`src/rtl/ldm_addr_seq.sv`:
```
// Execute-stage address sequencer for load/store-multiple: one word address and
// register index per transfer, then a one-cycle base writeback strobe.
//   state | meaning
//   IDLE  | waiting for start with a non-empty register list
//   XFER  | emitting transfers, one per advance handshake
module ldm_addr_seq (
    input  logic        clk,
    input  logic        reset_n,
    input  logic        start,
    input  logic [15:0] reglist,
    input  logic [31:0] base,
    input  logic [3:0]  rn,
    input  logic        p_bit,
    input  logic        u_bit,
    input  logic        w_bit,
    input  logic        load,
    input  logic        advance,
    input  logic        FlushE,
    output logic [31:0] addr,
    output logic [3:0]  reg_idx,
    output logic        valid,
    output logic        last,
    output logic        busy,
    output logic        wb_en,
    output logic [31:0] wb_value
);

    typedef enum logic {IDLE, XFER} state_t;

    state_t      state_q, state_d;
    logic [15:0] rem_q, rem_d;
    logic [31:0] addr_q, addr_d;
    logic [3:0]  reg_idx_q, reg_idx_d;
    logic        valid_q, valid_d;
    logic        last_q, last_d;
    logic        wb_en_q, wb_en_d;
    logic [31:0] wb_value_q, wb_value_d;
    logic        wb_qual_q, wb_qual_d;

    logic [4:0]  n_cnt;
    logic [31:0] four_n;
    logic [15:0] rem_next;
    logic [31:0] first_addr;

    function automatic logic [3:0] lowest_idx(input logic [15:0] v);
        lowest_idx = 4'd0;
        for (int i = 15; i >= 0; i--) begin
            if (v[i]) lowest_idx = 4'(i);
        end
    endfunction

    function automatic logic [4:0] popcnt(input logic [15:0] v);
        popcnt = 5'd0;
        for (int i = 0; i < 16; i++) begin
            popcnt = popcnt + 5'(v[i]);
        end
    endfunction

    function automatic logic is_onehot(input logic [15:0] v);
        is_onehot = (v != 16'd0) && ((v & (v - 16'd1)) == 16'd0);
    endfunction

    always_comb begin
        n_cnt    = popcnt(reglist);
        four_n   = {25'd0, n_cnt, 2'b00};
        rem_next = rem_q & ~(16'd1 << reg_idx_q);
        unique case ({p_bit, u_bit})
            2'b01:   first_addr = base;
            2'b11:   first_addr = base + 32'd4;
            2'b00:   first_addr = base - four_n + 32'd4;
            default: first_addr = base - four_n;
        endcase
    end

    always_comb begin
        state_d    = state_q;
        rem_d      = rem_q;
        addr_d     = addr_q;
        reg_idx_d  = reg_idx_q;
        valid_d    = valid_q;
        last_d     = last_q;
        wb_en_d    = 1'b0;
        wb_value_d = wb_value_q;
        wb_qual_d  = wb_qual_q;

        if (FlushE) begin
            state_d = IDLE;
            rem_d   = 16'd0;
            valid_d = 1'b0;
            last_d  = 1'b0;
        end else begin
            unique case (state_q)
                IDLE: begin
                    if (start && (reglist != 16'd0)) begin
                        state_d    = XFER;
                        rem_d      = reglist;
                        addr_d     = first_addr;
                        reg_idx_d  = lowest_idx(reglist);
                        valid_d    = 1'b1;
                        last_d     = is_onehot(reglist);
                        wb_value_d = u_bit ? (base + four_n) : (base - four_n);
                        // LDM that reloads the base register wins over writeback
                        wb_qual_d  = w_bit & ~(load & reglist[rn]);
                    end
                end
                XFER: begin
                    if (advance) begin
                        rem_d  = rem_next;
                        addr_d = addr_q + 32'd4;
                        if (last_q) begin
                            state_d = IDLE;
                            valid_d = 1'b0;
                            last_d  = 1'b0;
                            wb_en_d = wb_qual_q;
                        end else begin
                            reg_idx_d = lowest_idx(rem_next);
                            last_d    = is_onehot(rem_next);
                        end
                    end
                end
                default: state_d = IDLE;
            endcase
        end
    end

    always_ff @(posedge clk or negedge reset_n) begin
        if (!reset_n) begin
            state_q    <= IDLE;
            rem_q      <= 16'd0;
            addr_q     <= 32'd0;
            reg_idx_q  <= 4'd0;
            valid_q    <= 1'b0;
            last_q     <= 1'b0;
            wb_en_q    <= 1'b0;
            wb_value_q <= 32'd0;
            wb_qual_q  <= 1'b0;
        end else begin
            state_q    <= state_d;
            rem_q      <= rem_d;
            addr_q     <= addr_d;
            reg_idx_q  <= reg_idx_d;
            valid_q    <= valid_d;
            last_q     <= last_d;
            wb_en_q    <= wb_en_d;
            wb_value_q <= wb_value_d;
            wb_qual_q  <= wb_qual_d;
        end
    end

    assign addr     = addr_q;
    assign reg_idx  = reg_idx_q;
    assign valid    = valid_q;
    assign last     = last_q;
    assign busy     = (state_q == XFER);
    assign wb_en    = wb_en_q;
    assign wb_value = wb_value_q;

endmodule

```
`config.mk`:
```
export PLATFORM = sky130hd
export DESIGN_NAME = ldm_addr_seq
export DESIGN_NICKNAME = d
export VERILOG_FILES = /design/src/rtl/ldm_addr_seq.sv
export SDC_FILE = /design/constraint.sdc
export NUM_CORES = 1
export LEC_CHECK = 0
export BUFFER_PORTS_ARGS = -buffer_cell sky130_fd_sc_hd__buf_2
export CORE_UTILIZATION = 58
export CTS_BUF_LIST = sky130_fd_sc_hd__clkbuf_8
export DETAILED_ROUTE_END_ITERATION = 7
export GPL_TIMING_DRIVEN = 0
export PLACE_DENSITY_LB_ADDON = 0.25
export REMOVE_ABC_BUFFERS = 1
export SLEW_MARGIN = 20
export SYNTH_ARGS = -nofsm -noshare
export SYNTH_HDL_FRONTEND = slang
export SYNTH_SLANG_ARGS = --single-unit
```
`constraint.sdc`:
```
create_clock -name clk -period 5.71 [get_ports clk]
set_input_delay 0.2855 -clock clk [delete_from_list [all_inputs] [get_ports clk]]
set_output_delay 0.2855 -clock clk [all_outputs]
set_load 0.02 [all_outputs]
```
==> results of run 1 <==
routing by layer:
layer  global-route usage, %  up-vias  share of wire [%]  wire length, µm
li1                        -     4742                  -                -
met1                    48.4     4882                 41            12600
met2                    55.7      613                 45            14000
met3                    6.73      139                9.5             2940
met4                    14.7        0                4.4             1340
met5                       0        -                  0                0
report_power, final:
| part | leakage (nW) | switching (W) | internal, W | total [W] |
|---|---|---|---|---|
| clock | 0.0937 | 0.000277 | 0.000164 | 0.000441 |
| combinational | 3.25 | 0.00143 | 0.000987 | 0.00242 |
| sequential | 1.10 | 0.000175 | 0.000776 | 0.000951 |
| total | 4.44 | 0.00188 | 0.00193 | 0.00381 |
tightest hold or removal path: stages:
cell and delay (ps):
buf_2 70, nand2_1 50, nand2_1 60
worst paths after layout:
| check | from | endpoint | slack (ps) | cells after the start |
|---|---|---|---|---|
| max | reglist[0] | addr[26] | -550 | 23 |
| min | base[1] | wb_value[1] | 90 | 3 |
| max reg2reg | busy | reg_idx[2] | 1470 | 8 |
| min reg2reg | wb_value[24] | wb_value[24] | 480 | 2 |
| max in group asynchronous | reset_n | wb_value[18] | 4760 | 3 |
| min in group asynchronous | reset_n | rem_q[11] | 330 | 2 |
repair_timing:
item / CTS / global route
endpoints found under the setup margin: 31 / 25
endpoints found under the hold margin: 33 / 0
buffers inserted: 18 / 23
pin swaps: 22 / 43
resized for setup: 71 / 59
hold buffers: 1 / 0
stage by stage:
step | setup WS (ps) | area, µm² | instances | hold slack [ps]
CTS | -361 | 10600 | 1535 | 86.7
floorplan | -732 | 8940 | 1147 | -10.1
global route | -762 | 11100 | 1557 | 95.7
finish | -550 | 11100 | 1557 | 88.3
global placement | -2050 | 9870 | 1495 | 451
detailed placement | -1980 | 10000 | 1500 | 207
cells by family (layout without fill, tap and decap cells):
family | after synthesis | after routing | share of synthesized area (%)
simple gates | 489 | 489 | 26.3
fa+ha+maj | 36 | 36 | 5.72
compound gates | 383 | 383 | 26.8
mux | 29 | 29 | 3.83
buf+inv | 134 | 241 | 6.76
flops | 89 | 89 | 23.7
xor+xnor | 74 | 74 | 6.89
final cells by class:
class / instances / area (µm²) / area share (%)
multi-input cells: 1011 / 7080 / 63.8
inverters: 47 / 186 / 1.68
flip-flops and latches: 89 / 2230 / 20.1
clock buffers: 9 / 124 / 1.12
well taps: 216 / 270 / 2.43
clock inverters: 7 / 53.8 / 0.485
repair buffers: 178 / 1160 / 10.4
cell usage after synthesis, types with 16 or more instances:
cell | instances | area share [%]
nand2_1 | 135 | 5.4
nor2_1 | 115 | 4.6
o21ai_0 | 95 | 5.1
dfrtp_1 | 89 | 24
a21oi_1 | 85 | 4.5
clkbuf_1 | 62 | 2.5
xnor2_1 | 49 | 4.6
inv_1 | 47 | 1.9
nand3_1 | 44 | 2.3
nor3_1 | 40 | 2.1
a211oi_1 | 34 | 2.7
xor2_1 | 25 | 2.3
ha_1 | 23 | 3.1
and3_1 | 21 | 1.4
mux2i_1 | 18 | 1.9
o22ai_1 | 18 | 1.2
nor4_1 | 17 | 1.1
or3_1 | 17 | 1.1
a21o_1 | 16 | 1.3
flip-flops by register name (all words and copies together), names as in the netlist:
signal and flops:
addr 32, wb_value 32, rem_q 16, reg_idx 4, busy 1, last 1
valid 1, wb_en 1, wb_qual_q 1
==> results.json, run 1 <==
{
  "status": "finished, violations left",
  "failed_checks": "negative setup slack",
  "ant_nets": 0,
  "start_util_pct": 59.4,
  "worstPathMaxFanout": 6,
  "crit_path_max_incr_delay_ps": 640,
  "cpMostUsedCell": "fa_1",
  "dieArea_um2": 16700,
  "worst_slack_ps": -550,
  "dr.pass1.iters": 6,
  "maxCapViolCount": 0,
  "wl_per_cell_um": 19.8,
  "ioPinCount": 133,
  "drcViolationCount": 0,
  "io_buffer_count": 132,
  "synthDistinctLibCells": 89,
  "ir_drop_uv": 567,
  "grt_max_degree": 57,
  "coreArea_um2": 15800,
  "yosysWarnings": 0,
  "clockBufferDepth": 2,
  "cp.required_ps": 6000,
  "clock_latency_ps": 400,
  "p_leak_nw": 4.44,
  "final_common_cell": "nand2_1",
  "seq_area_frac_synth_pct": 23.7,
  "fin_util_pct": 70.2,
  "cpMaxStageDelayCell": "fa_2",
  "min_period_ps": 6260,
  "die_x_um": 129,
  "clk_pin_slew_worst_paths_ps": 100,
  "cts_tree": "yes",
  "tightest_slew_ps": 1000,
  "synthCells": 1234,
  "final_cell_mix": "nand2_1 (134), buf_2 (123), nor2_1 (109)",
  "powerDensity_nw_per_um2": 343,
  "final.setup_skew_ps": 15.4,
  "rsz0062_at_grt": "true",
  "finalSetupViolCount": 20,
  "cts-root-buf": "clkbuf_8",
  "p_total_w": 0.00381,
  "crit_chain": "buf_12 -> inv_6 -> fa_1 -> fa_1 -> fa_1 -> fa_1 -> inv_1 -> ha_2 -> fa_2 -> ha_4 -> or2_4 -> a2111oi_4 -> buf_8 -> clkbuf_2 -> o21ai_0 -> a21oi_4 -> o2111ai_4 -> nor3_4 -> buf_4 -> a2111oi_2 -> a311oi_2 -> mux2i_1 -> nand2_1",
  "antenna_found_initial": 0,
  "max-slew-margin-rel_pct": 33.1,
  "drt-initial-drc-count": 1296,
  "cts_made_buffers": 9,
  "ys.flop_type": "dfrtp_1",
  "critical_path_class": "in2reg",
  "syn_area_um2": 9400,
  "num_antenna_cells": 0,
  "drt-total-wl_um": 30800,
  "setup-tns-final_ps": -5880,
  "path_buf_inv": 6,
  "clock_sinks": 89,
  "vias": 10376,
  "crit_arrival_ps": 6550,
  "fin_nets": 1432,
  "grt_pass1_vias": 9094,
  "drive_gt1_share_pct": 24.0,
  "dpl.hpwl_um": 20700,
  "report.final.slew_viol_count": 0,
  "worstHoldPathType": "in2reg",
  "track_usage_pct": 35.6,
  "row_count": 46,
  "gr-total-overflow": 0,
  "timing.final.crit_share_pct": 110,
  "syn_avg_cell_area_um2": 7.62,
  "ys_async_sr_fraction_pct": 100,
  "area_growth_pct": 18.1,
  "critPathLaunchType": "input pin",
  "grt_pass1_wl_um": 46400,
  "cts_max_level": 3,
  "die_h_um": 129,
  "max_freq_mhz": 160,
  "finalHoldViolCount": 0,
  "ys_seq_elements": 89,
  "fill_cells": 1343,
  "gp_congestion": 0.979,
  "cp-end-kind": "flip-flop",
  "crit_family": "adder cells",
  "synth_edf_count": 0,
  "avgViaCountPerCell": 6.66
}
Power figures use the tool's default switching activity.
==> run 2: changes to the inputs <==
--- a/config.mk
+++ b/config.mk
@@ -6,13 +6,14 @@
 export NUM_CORES = 1
 export LEC_CHECK = 0
 export BUFFER_PORTS_ARGS = -buffer_cell sky130_fd_sc_hd__buf_2
+export CAP_MARGIN = 30
 export CORE_UTILIZATION = 58
 export CTS_BUF_LIST = sky130_fd_sc_hd__clkbuf_8
 export DETAILED_ROUTE_END_ITERATION = 7
 export GPL_TIMING_DRIVEN = 0
 export PLACE_DENSITY_LB_ADDON = 0.25
 export REMOVE_ABC_BUFFERS = 1
-export SLEW_MARGIN = 20
+export SLEW_MARGIN = 0
 export SYNTH_ARGS = -nofsm -noshare
 export SYNTH_HDL_FRONTEND = slang
 export SYNTH_SLANG_ARGS = --single-unit
==> constraint.sdc (replaced) <==
create_clock -name clk -period 6.2 [get_ports clk]
set_input_delay 0.31 -clock clk [delete_from_list [all_inputs] [get_ports clk]]
set_output_delay 0.31 -clock clk [all_outputs]
set_load 0.02 [all_outputs]
==> results.json, run 2 (synthesis results as in run 1) <==
{
  "status": "finished clean",
  "crit_arrival_ps": 6470,
  "crit_family": "adder cells",
  "num_antenna_cells": 0,
  "grt_pass1_vias": 8967,
  "ioPinCount": 133,
  "dr.pass1.iters": 5,
  "fin_nets": 1415,
  "dieArea_um2": 16700,
  "critical_path_class": "in2reg",
  "worstHoldPathType": "in2reg",
  "avgViaCountPerCell": 6.61,
  "finalSetupViolCount": 0,
  "gp_congestion": 0.979,
  "path_buf_inv": 6,
  "drive_gt1_share_pct": 21.2,
  "rsz0062_at_grt": "true",
  "drt-total-wl_um": 29700,
  "worstPathMaxFanout": 6,
  "dpl.hpwl_um": 20900,
  "crit_chain": "buf_12 -> inv_8 -> fa_1 -> fa_1 -> fa_1 -> fa_1 -> inv_1 -> ha_2 -> fa_2 -> xor2_4 -> ha_4 -> buf_4 -> buf_4 -> nor2_4 -> o311ai_4 -> or4_2 -> a21oi_4 -> o2111ai_4 -> nor3_4 -> buf_6 -> a2111oi_2 -> a311oi_1 -> mux2i_1 -> nand2_1",
  "clockBufferDepth": 2,
  "ir_drop_uv": 480,
  "final.setup_skew_ps": 11.0,
  "final_common_cell": "nand2_1",
  "max_freq_mhz": 162,
  "clk_pin_slew_worst_paths_ps": 110,
  "timing.final.crit_share_pct": 99.5,
  "row_count": 46,
  "drt-initial-drc-count": 1160,
  "die_x_um": 129,
  "die_h_um": 129,
  "cpMostUsedCell": "fa_1",
  "cts_made_buffers": 9,
  "report.final.slew_viol_count": 0,
  "drcViolationCount": 0,
  "critPathLaunchType": "input pin",
  "max-slew-margin-rel_pct": 32.5,
  "crit_path_max_incr_delay_ps": 690,
  "tightest_slew_ps": 1010,
  "cts_max_level": 3,
  "vias": 10176,
  "io_buffer_count": 132,
  "cpMaxStageDelayCell": "or4_2",
  "place_ws_ps": -1540,
  "maxCapViolCount": 0,
  "p_total_w": 0.00347,
  "min_period_ps": 6170,
  "wl_per_cell_um": 19.3,
  "coreArea_um2": 15800,
  "cts-root-buf": "clkbuf_8",
  "gr-total-overflow": 0,
  "grt_pass1_wl_um": 46100,
  "ant_nets": 0,
  "grt_max_degree": 83,
  "cp.required_ps": 6500,
  "fill_cells": 1334,
  "clock_latency_ps": 400,
  "finalHoldViolCount": 0,
  "worst_slack_ps": 28.7,
  "cp-end-kind": "flip-flop",
  "clock_sinks": 89,
  "p_leak_nw": 4.37,
  "cts_tree": "yes",
  "antenna_found_initial": 0,
  "final_cell_mix": "nand2_1 (135), buf_2 (124), nor2_1 (113)",
  "powerDensity_nw_per_um2": 319,
  "track_usage_pct": 35.2,
  "area_growth_pct": 15.7,
  "start_util_pct": 59.4
}
-- run 2: cell count changes in the layout (fill, tap and decap cells not counted), sizes merged --
cell      before  now
buf          176  159
bufinv         0    1
clkinv         1    2
clkinvlp       1    0
inv           52   51
-- run 2: layer usage --
layer / wire length [µm] / up-vias / global-route usage [%]
li1: - / 4700 / -
met1: 12600 / 4837 / 48.2
met2: 13600 / 553 / 55.0
met3: 2660 / 86 / 6.32
met5: 0 / - / 0
met4: 917 / 0 / 14.3
-- run 2: final timing paths --
kind | startpoint | end | slack (ps) | cells after the start
worst max-delay path | reglist[0] | addr[26] | 30 | 24
worst min-delay path | base[0] | addr[0] | 110 | 3
worst max register to register | busy | addr[25] | 1820 | 8
worst min register to register | wb_value[1] | wb_value[1] | 480 | 2
max in group asynchronous | reset_n | wb_value[26] | 5100 | 3
min in group asynchronous | reset_n | rem_q[11] | 410 | 2
-- run 2: tightest hold or removal path: stages --
cell and delay, ps:
buf_2 70, nand2_1 50, nand2_1 60
-- run 2: power by group --
group          internal (W)  switching, W  total [W]
registers          0.000715      0.000160   0.000875
clock network      0.000194      0.000254   0.000448
logic              0.000871       0.00127    0.00214
-- run 2: repair_timing --
item | 4_1_cts | 5_1_grt
resized for setup | 38 | 60
pin swaps | 16 | 24
hold endpoints to repair | 33 | 0
endpoints found under the setup margin | 24 | 15
setup buffers | 10 | 12
hold buffers | 1 | 0
-- run 2: layout make-up --
cell class	count	area, µm²	area share (%)
Clock buffer	9	124	1.14
Clock inverter	7	81.3	0.748
Inverter	47	186	1.71
Multi-Input combinational cell	1011	6920	63.7
Sequential cell	89	2230	20.5
Tap cell	216	270	2.49
Timing Repair Buffer	161	1060	9.75
-- run 2: metrics by stage --
step	std cells	TNS [ps]	instance area, µm²	util, %	hold slack, ps
finish	1540	0	10900	68.7	115
global placement	1495	-25730	9870	62.4	451
detailed placement	1503	-23880	10100	63.6	307
CTS	1530	0	10600	66.7	108
floorplan	1147	-2060	8940	-	14.4
global route	1540	-712	10900	68.7	119
